==> src/rtl/keypad_pkg.sv <==
// Shared types and helpers for the 4x4 keypad scan controller.
package keypad_pkg;

    typedef enum logic [2:0] {
        IDLE,
        SCAN,
        DEBOUNCE,
        PUSH,
        RELEASE
    } kp_state_e;

    localparam logic [3:0] COL_ALL = 4'b1111;

    function automatic logic [1:0] onehot_to_idx(input logic [3:0] oh);
        logic [1:0] idx;
        idx = 2'd0;
        for (int i = 0; i < 4; i++) begin
            if (oh[i]) idx = 2'(i);
        end
        return idx;
    endfunction

    function automatic logic onehot_valid(input logic [3:0] v);
        return (v != 4'b0000) && ((v & (v - 4'd1)) == 4'b0000);
    endfunction

    // code = 4*row_index + col_index
    function automatic logic [3:0] compose_code(input logic [1:0] row_idx,
                                                input logic [1:0] col_idx);
        return {row_idx, col_idx};
    endfunction

endpackage

==> src/rtl/keypad_fifo.sv <==
// Show-ahead key-code queue; a push into a full queue succeeds only with a same-cycle pop.
module keypad_fifo
    import keypad_pkg::*;
#(
    parameter int FIFO_DEPTH = 4
) (
    input  logic       clk,
    input  logic       rst,
    input  logic       push,
    input  logic       pop,
    input  logic [3:0] din,
    output logic       full,
    output logic       empty,
    output logic [3:0] dout
);

    localparam int AW = $clog2(FIFO_DEPTH);

    logic [3:0]    mem [FIFO_DEPTH];
    logic [AW-1:0] wr_ptr;
    logic [AW-1:0] rd_ptr;
    logic [AW:0]   count;
    logic [3:0]    last_q;
    logic          do_pop;
    logic          wr_en;

    assign full   = (count == (AW+1)'(FIFO_DEPTH));
    assign empty  = (count == '0);
    assign do_pop = pop && !empty;
    assign wr_en  = push && (!full || do_pop);
    // Once drained, the output keeps showing the most recently popped code.
    assign dout   = empty ? last_q : mem[rd_ptr];

    always_ff @(posedge clk) begin
        if (wr_en) mem[wr_ptr] <= din;
    end

    always_ff @(posedge clk) begin
        if (rst) begin
            wr_ptr <= '0;
            rd_ptr <= '0;
            count  <= '0;
            last_q <= 4'd0;
        end else begin
            if (wr_en) wr_ptr <= wr_ptr + 1'b1;
            if (do_pop) begin
                rd_ptr <= rd_ptr + 1'b1;
                last_q <= mem[rd_ptr];
            end
            case ({wr_en, do_pop})
                2'b10:   count <= count + 1'b1;
                2'b01:   count <= count - 1'b1;
                default: count <= count;
            endcase
        end
    end

endmodule

==> src/rtl/keypad_scan_ctrl.sv <==
// 4x4 hex keypad sequencer: idle detect, column scan, debounce, release wait, code queue.
// state    | meaning
// IDLE     | all columns driven, waiting for any row activity
// SCAN     | one column driven for SCAN_DIV cycles, rows sampled on the last one
// DEBOUNCE | latched column held until the latched row is stable long enough
// PUSH     | key code written to the queue (dropped with overflow when full)
// RELEASE  | all columns driven until the rows stay quiet long enough
module keypad_scan_ctrl
    import keypad_pkg::*;
#(
    parameter int SCAN_DIV        = 4,
    parameter int DEBOUNCE_CYCLES = 16,
    parameter int FIFO_DEPTH      = 4
) (
    input  logic       clk,
    input  logic       rst,
    input  logic [3:0] row,
    output logic [3:0] col,
    output logic [3:0] key_code,
    output logic       key_valid,
    input  logic       key_ready,
    output logic       overflow,
    input  logic       clear_ovf,
    output logic       busy
);

    localparam int DW = $clog2(SCAN_DIV);
    localparam int BW = $clog2(DEBOUNCE_CYCLES + 1);
    localparam logic [DW-1:0] DWELL_LAST = DW'(SCAN_DIV - 1);
    localparam logic [BW-1:0] DEB_LAST   = BW'(DEBOUNCE_CYCLES - 1);
    localparam logic [BW-1:0] DEB_MAX    = BW'(DEBOUNCE_CYCLES);

    kp_state_e     state;
    kp_state_e     state_nxt;
    logic [3:0]    row_m;
    logic [3:0]    row_s;
    logic [3:0]    row_lat;
    logic [1:0]    col_idx;
    logic [DW-1:0] dwell_cnt;
    logic [BW-1:0] deb_cnt;
    logic          push;
    logic          pop;
    logic          fifo_full;
    logic          fifo_empty;
    logic          dwell_end;

    assign dwell_end = (dwell_cnt == DWELL_LAST);
    assign pop       = key_valid && key_ready;

    always_ff @(posedge clk) begin
        if (rst) begin
            row_m <= 4'b0000;
            row_s <= 4'b0000;
        end else begin
            row_m <= row;
            row_s <= row_m;
        end
    end

    always_ff @(posedge clk) begin
        if (rst) state <= IDLE;
        else     state <= state_nxt;
    end

    always_comb begin
        state_nxt = state;
        unique case (state)
            IDLE: begin
                if (row_s != 4'b0000) state_nxt = SCAN;
            end
            SCAN: begin
                if (dwell_end) begin
                    if (onehot_valid(row_s))     state_nxt = DEBOUNCE;
                    else if (row_s != 4'b0000)   state_nxt = RELEASE;
                    else if (col_idx == 2'd3)    state_nxt = IDLE;
                end
            end
            DEBOUNCE: begin
                if (row_s != row_lat)          state_nxt = IDLE;
                else if (deb_cnt >= DEB_LAST)  state_nxt = PUSH;
            end
            PUSH: state_nxt = RELEASE;
            RELEASE: begin
                if (row_s == 4'b0000 && deb_cnt >= DEB_LAST) state_nxt = IDLE;
            end
            default: state_nxt = IDLE;
        endcase
    end

    always_comb begin
        col  = COL_ALL;
        busy = (state != IDLE);
        push = (state == PUSH);
        unique case (state)
            SCAN, DEBOUNCE, PUSH: col = 4'b0001 << col_idx;
            default:              col = COL_ALL;
        endcase
    end

    // Counters saturate at their maximum instead of wrapping.
    always_ff @(posedge clk) begin
        if (rst) begin
            dwell_cnt <= '0;
            deb_cnt   <= '0;
            col_idx   <= 2'd0;
            row_lat   <= 4'b0000;
        end else begin
            unique case (state)
                IDLE: begin
                    dwell_cnt <= '0;
                    deb_cnt   <= '0;
                    col_idx   <= 2'd0;
                end
                SCAN: begin
                    if (dwell_end) begin
                        dwell_cnt <= '0;
                        deb_cnt   <= '0;
                        if (onehot_valid(row_s)) row_lat <= row_s;
                        if (row_s == 4'b0000 && col_idx != 2'd3) col_idx <= col_idx + 2'd1;
                    end else begin
                        dwell_cnt <= dwell_cnt + 1'b1;
                    end
                end
                DEBOUNCE: begin
                    if (row_s == row_lat && deb_cnt != DEB_MAX) deb_cnt <= deb_cnt + 1'b1;
                end
                PUSH: deb_cnt <= '0;
                RELEASE: begin
                    if (row_s != 4'b0000)      deb_cnt <= '0;
                    else if (deb_cnt != DEB_MAX) deb_cnt <= deb_cnt + 1'b1;
                end
                default: deb_cnt <= '0;
            endcase
        end
    end

    // A drop sets the flag even when clear_ovf is asserted in the same cycle.
    always_ff @(posedge clk) begin
        if (rst)                               overflow <= 1'b0;
        else if (push && fifo_full && !pop)    overflow <= 1'b1;
        else if (clear_ovf)                    overflow <= 1'b0;
    end

    keypad_fifo #(
        .FIFO_DEPTH(FIFO_DEPTH)
    ) u_fifo (
        .clk   (clk),
        .rst   (rst),
        .push  (push),
        .pop   (pop),
        .din   (compose_code(onehot_to_idx(row_lat), col_idx)),
        .full  (fifo_full),
        .empty (fifo_empty),
        .dout  (key_code)
    );

    assign key_valid = !fifo_empty;

endmodule

==> config.mk <==
export PLATFORM = sky130hd
export DESIGN_NAME = keypad_scan_ctrl
export DESIGN_NICKNAME = d
export VERILOG_FILES = /design/src/rtl/keypad_pkg.sv /design/src/rtl/keypad_fifo.sv /design/src/rtl/keypad_scan_ctrl.sv
export SDC_FILE = /design/constraint.sdc
export NUM_CORES = 1
export LEC_CHECK = 0
export CAP_MARGIN = 5
export CORE_UTILIZATION = 45
export CTS_CLUSTER_DIAMETER = 150
export DETAILED_ROUTE_END_ITERATION = 16
export PLACE_DENSITY_LB_ADDON = 0.05
export SLEW_MARGIN = 20
export SYNTH_ARGS = -nofsm -noshare
export SYNTH_HDL_FRONTEND = slang
export SYNTH_SLANG_ARGS = --single-unit
export TNS_END_PERCENT = 5
==> constraint.sdc <==
create_clock -name clk -period 2.05 [get_ports clk]
set_input_delay 0.41 -clock clk [delete_from_list [all_inputs] [get_ports clk]]
set_output_delay 0.41 -clock clk [all_outputs]
set_load 0.02 [all_outputs]
==> results.cfg <==
[timing]
max-slew-margin-rel_pct = 72.9
finalCritPeriodShare_pct = 104
min_period_ns = 2.12
hold_violations = 0
rsz0062_at_grt = true
worst_pin_slew_ns = 0.403
drv_slew = 0
fin_skew_ns = 0.0103
setup_slack_ns = -0.0745
setup_viol = 4
fmax_mhz = 471

[outcome]
violations = negative setup slack
status = finished with violations

[logic_synthesis]
ys.flop_type = dfxtp_1
syn-mean-instance-area_um2 = 10.9
synth_edf_count = 16
synth_seq_cells = 54
synth_area_um2 = 2670
synthArstFlopShare_pct = 0
yosysWarnings = 0
netlist_instances = 245
ys_types = 57
seq_area_frac_synth_pct = 46.6
synth_nets = 267

[finish]
syn_to_final_growth_pct = 19.4
final_common_cell = dfxtp_1
layout.nets = 301
n_fill_cell = 520
post-route-util_pct = 56.8
antennaDiodeCount = 0
layout_common_cells = dfxtp_1, nor2_1, buf_4
drive_gt1_share_pct = 26.4

[place]
post-dp-hpwl_um = 3600
io_buffers = 18
gp_congestion = 0.832
dp_slack_ns = -0.441

[detailed_routing]
drt_iter0_drc = 60
drt_wl_total_um = 4990
avgRoutedWirePerCell_um = 14.2
drc = 0
antenna_left = 0
avgViaCountPerCell = 5.22
drtPass1Iterations = 4
via_count = 1838

[setup_path]
crit_family = multiplexers
max_stage_delay_ns = 0.54
cp-end-kind = primary output
crit_required_ns = 1.64
cp_slowest_cell = mux4_2
cp_max_fo = 4
r2r-end = u_fifo.count[2]
r2r_setup_slack_ns = 0.01
worstPathCellList = buf_12, mux4_2, mux2_4, buf_6
cp.arrival_ns = 1.71
path_buf_inv = 2
timing.rr.start = u_fifo.count[1]
path_class = reg2out
startpoint_type = flop
rr_worst_depth = 10

[hold_path]
holdPathEnd = row_s[3]
hold_depth = 1
worstHoldStart = row_m[3]
min_path_type = reg2reg

[power_and_ir_drop]
power_density_nw_per_um2 = 1050
leakage_uw = 0.00125
vdd_drop_max_mv = 0.410

[grt]
grt.total_usage_pct = 17.3
grt_start_max_net_pins = 33
grt_overflow = 0
grt_pass1_wl_um = 8160
antenna_found_initial = 0
grt_pass1_vias = 1702

[cts]
tritoncts.num_buffers = 5
clockBufferDepth = 2
cts_max_level = 2
clock_latency_ns = 0.31
cts_setup_buffers = 0
cts_sinks = 54
cts-root-buf = clkbuf_8
cts_tree = built
cts.clk_slew.worst_paths_ns = 0.10

[floorplanning]
dieArea_um2 = 6230
rows = 27
die_w_um = 79.0
io_pins = 19
start_util_pct = 47.5
die_y_um = 79.0
core_area_um2 = 5610

[run]
maxCapViolations = 0
worst max path at each step:
stage | cells after the start | slack (ns) | to | start
after floorplan | 10 | 0.0004 | u_fifo.count[2] | u_fifo.count[2]
after global placement | 10 | -0.39 | u_fifo.count[2] | key_ready
after detailed placement | 10 | -0.44 | u_fifo.count[2] | key_ready
after CTS | 10 | -0.12 | u_fifo.count[2] | key_ready
after global routing | 4 | -0.13 | key_code[2] | flop
final | 4 | -0.07 | key_code[2] | flop
layer usage:
metal	share of wire (%)	vias to the layer above	track usage (%)
met5	0	-	0
met4	1.1	0	5.45
met3	3.2	5	4.25
met2	46	26	27.6
met1	50	876	23.3
li1	-	931	-
metrics by stage:
| step | setup TNS (ns) | hold slack, ns | cells | total power [uW] | instance area (um2) |
|---|---|---|---|---|---|
| after floorplan | 0 | 0.414 | 245 | 2240 | 2720 |
| after global placement | -1.23 | 0.418 | 344 | 2700 | 3060 |
| after detailed placement | -1.39 | 0.427 | 344 | 2710 | 3060 |
| after CTS | -0.537 | 0.453 | 352 | 3270 | 3140 |
| after global routing | -0.601 | 0.460 | 352 | 3540 | 3180 |
| final | -0.265 | 0.446 | 352 | 3340 | 3180 |
what timing repair did:
item	4_1_cts	5_1_grt
setup endpoints to repair	11	13
hold buffers	0	0
pin swaps	0	1
gates resized for setup	29	23
layout make-up:
| cell class | instances | area [um2] | area share (%) |
|---|---|---|---|
| Clock buffer | 5 | 68.8 | 2.16 |
| Clock inverter | 3 | 28.8 | 0.904 |
| Inverter | 16 | 60.1 | 1.89 |
| Multi-Input combinational cell | 165 | 1360 | 42.8 |
| Sequential cell | 54 | 1250 | 39.3 |
| Tap cell | 72 | 90.1 | 2.83 |
| Timing Repair Buffer | 37 | 324 | 10.2 |
power by group:
group,switching [uW],total (uW),internal (uW)
Combinational,728,1410,682
Sequential,94.0,1290,1200
Clock,380,636,256
kinds of logic after synthesis:
logic type,synth area share (%)
multiplexers,8.83
AO/OA/AOI/OAI,8.83
XOR/XNOR,3.99
flip-flops,46.6
adder cells (fa/ha/maj),7.23
AND/OR/NAND/NOR,19.8
buffers and inverters,4.79
synthesized netlist by cell type (all sizes together), types with 3 or more instances:
master / instances / share of area (%)
edfxtp: 16 / 18
buf: 3 / 0.80
nor2: 30 / 4.2
a21oi: 8 / 1.6
mux2: 4 / 1.7
nor4: 3 / 1.8
dfxtp: 38 / 29
or3: 8 / 1.9
clkbuf: 7 / 1.7
mux2i: 10 / 3.8
nor2b: 10 / 2.3
nor3: 4 / 0.75
a31o: 3 / 0.99
nand2: 8 / 1.1
a211o: 3 / 1.0
mux4: 4 / 3.4
xor2: 7 / 3.0
inv: 16 / 2.3
xnor2: 3 / 0.99
nor4b: 3 / 0.99
ha: 13 / 6.1
o21ai: 3 / 0.56
and2: 5 / 1.2
nor3b: 4 / 1.3
nand3: 5 / 0.94
state kept, by name (all words and copies together), names as in the netlist, 3 cells and up, named ones only:
name,flops
u_fifo.mem,16
deb_cnt,5
row_lat,4
row_m,4
row_s,4
u_fifo.last_q,4
state,3
u_fifo.count,3
Power figures use the tool's default switching activity.
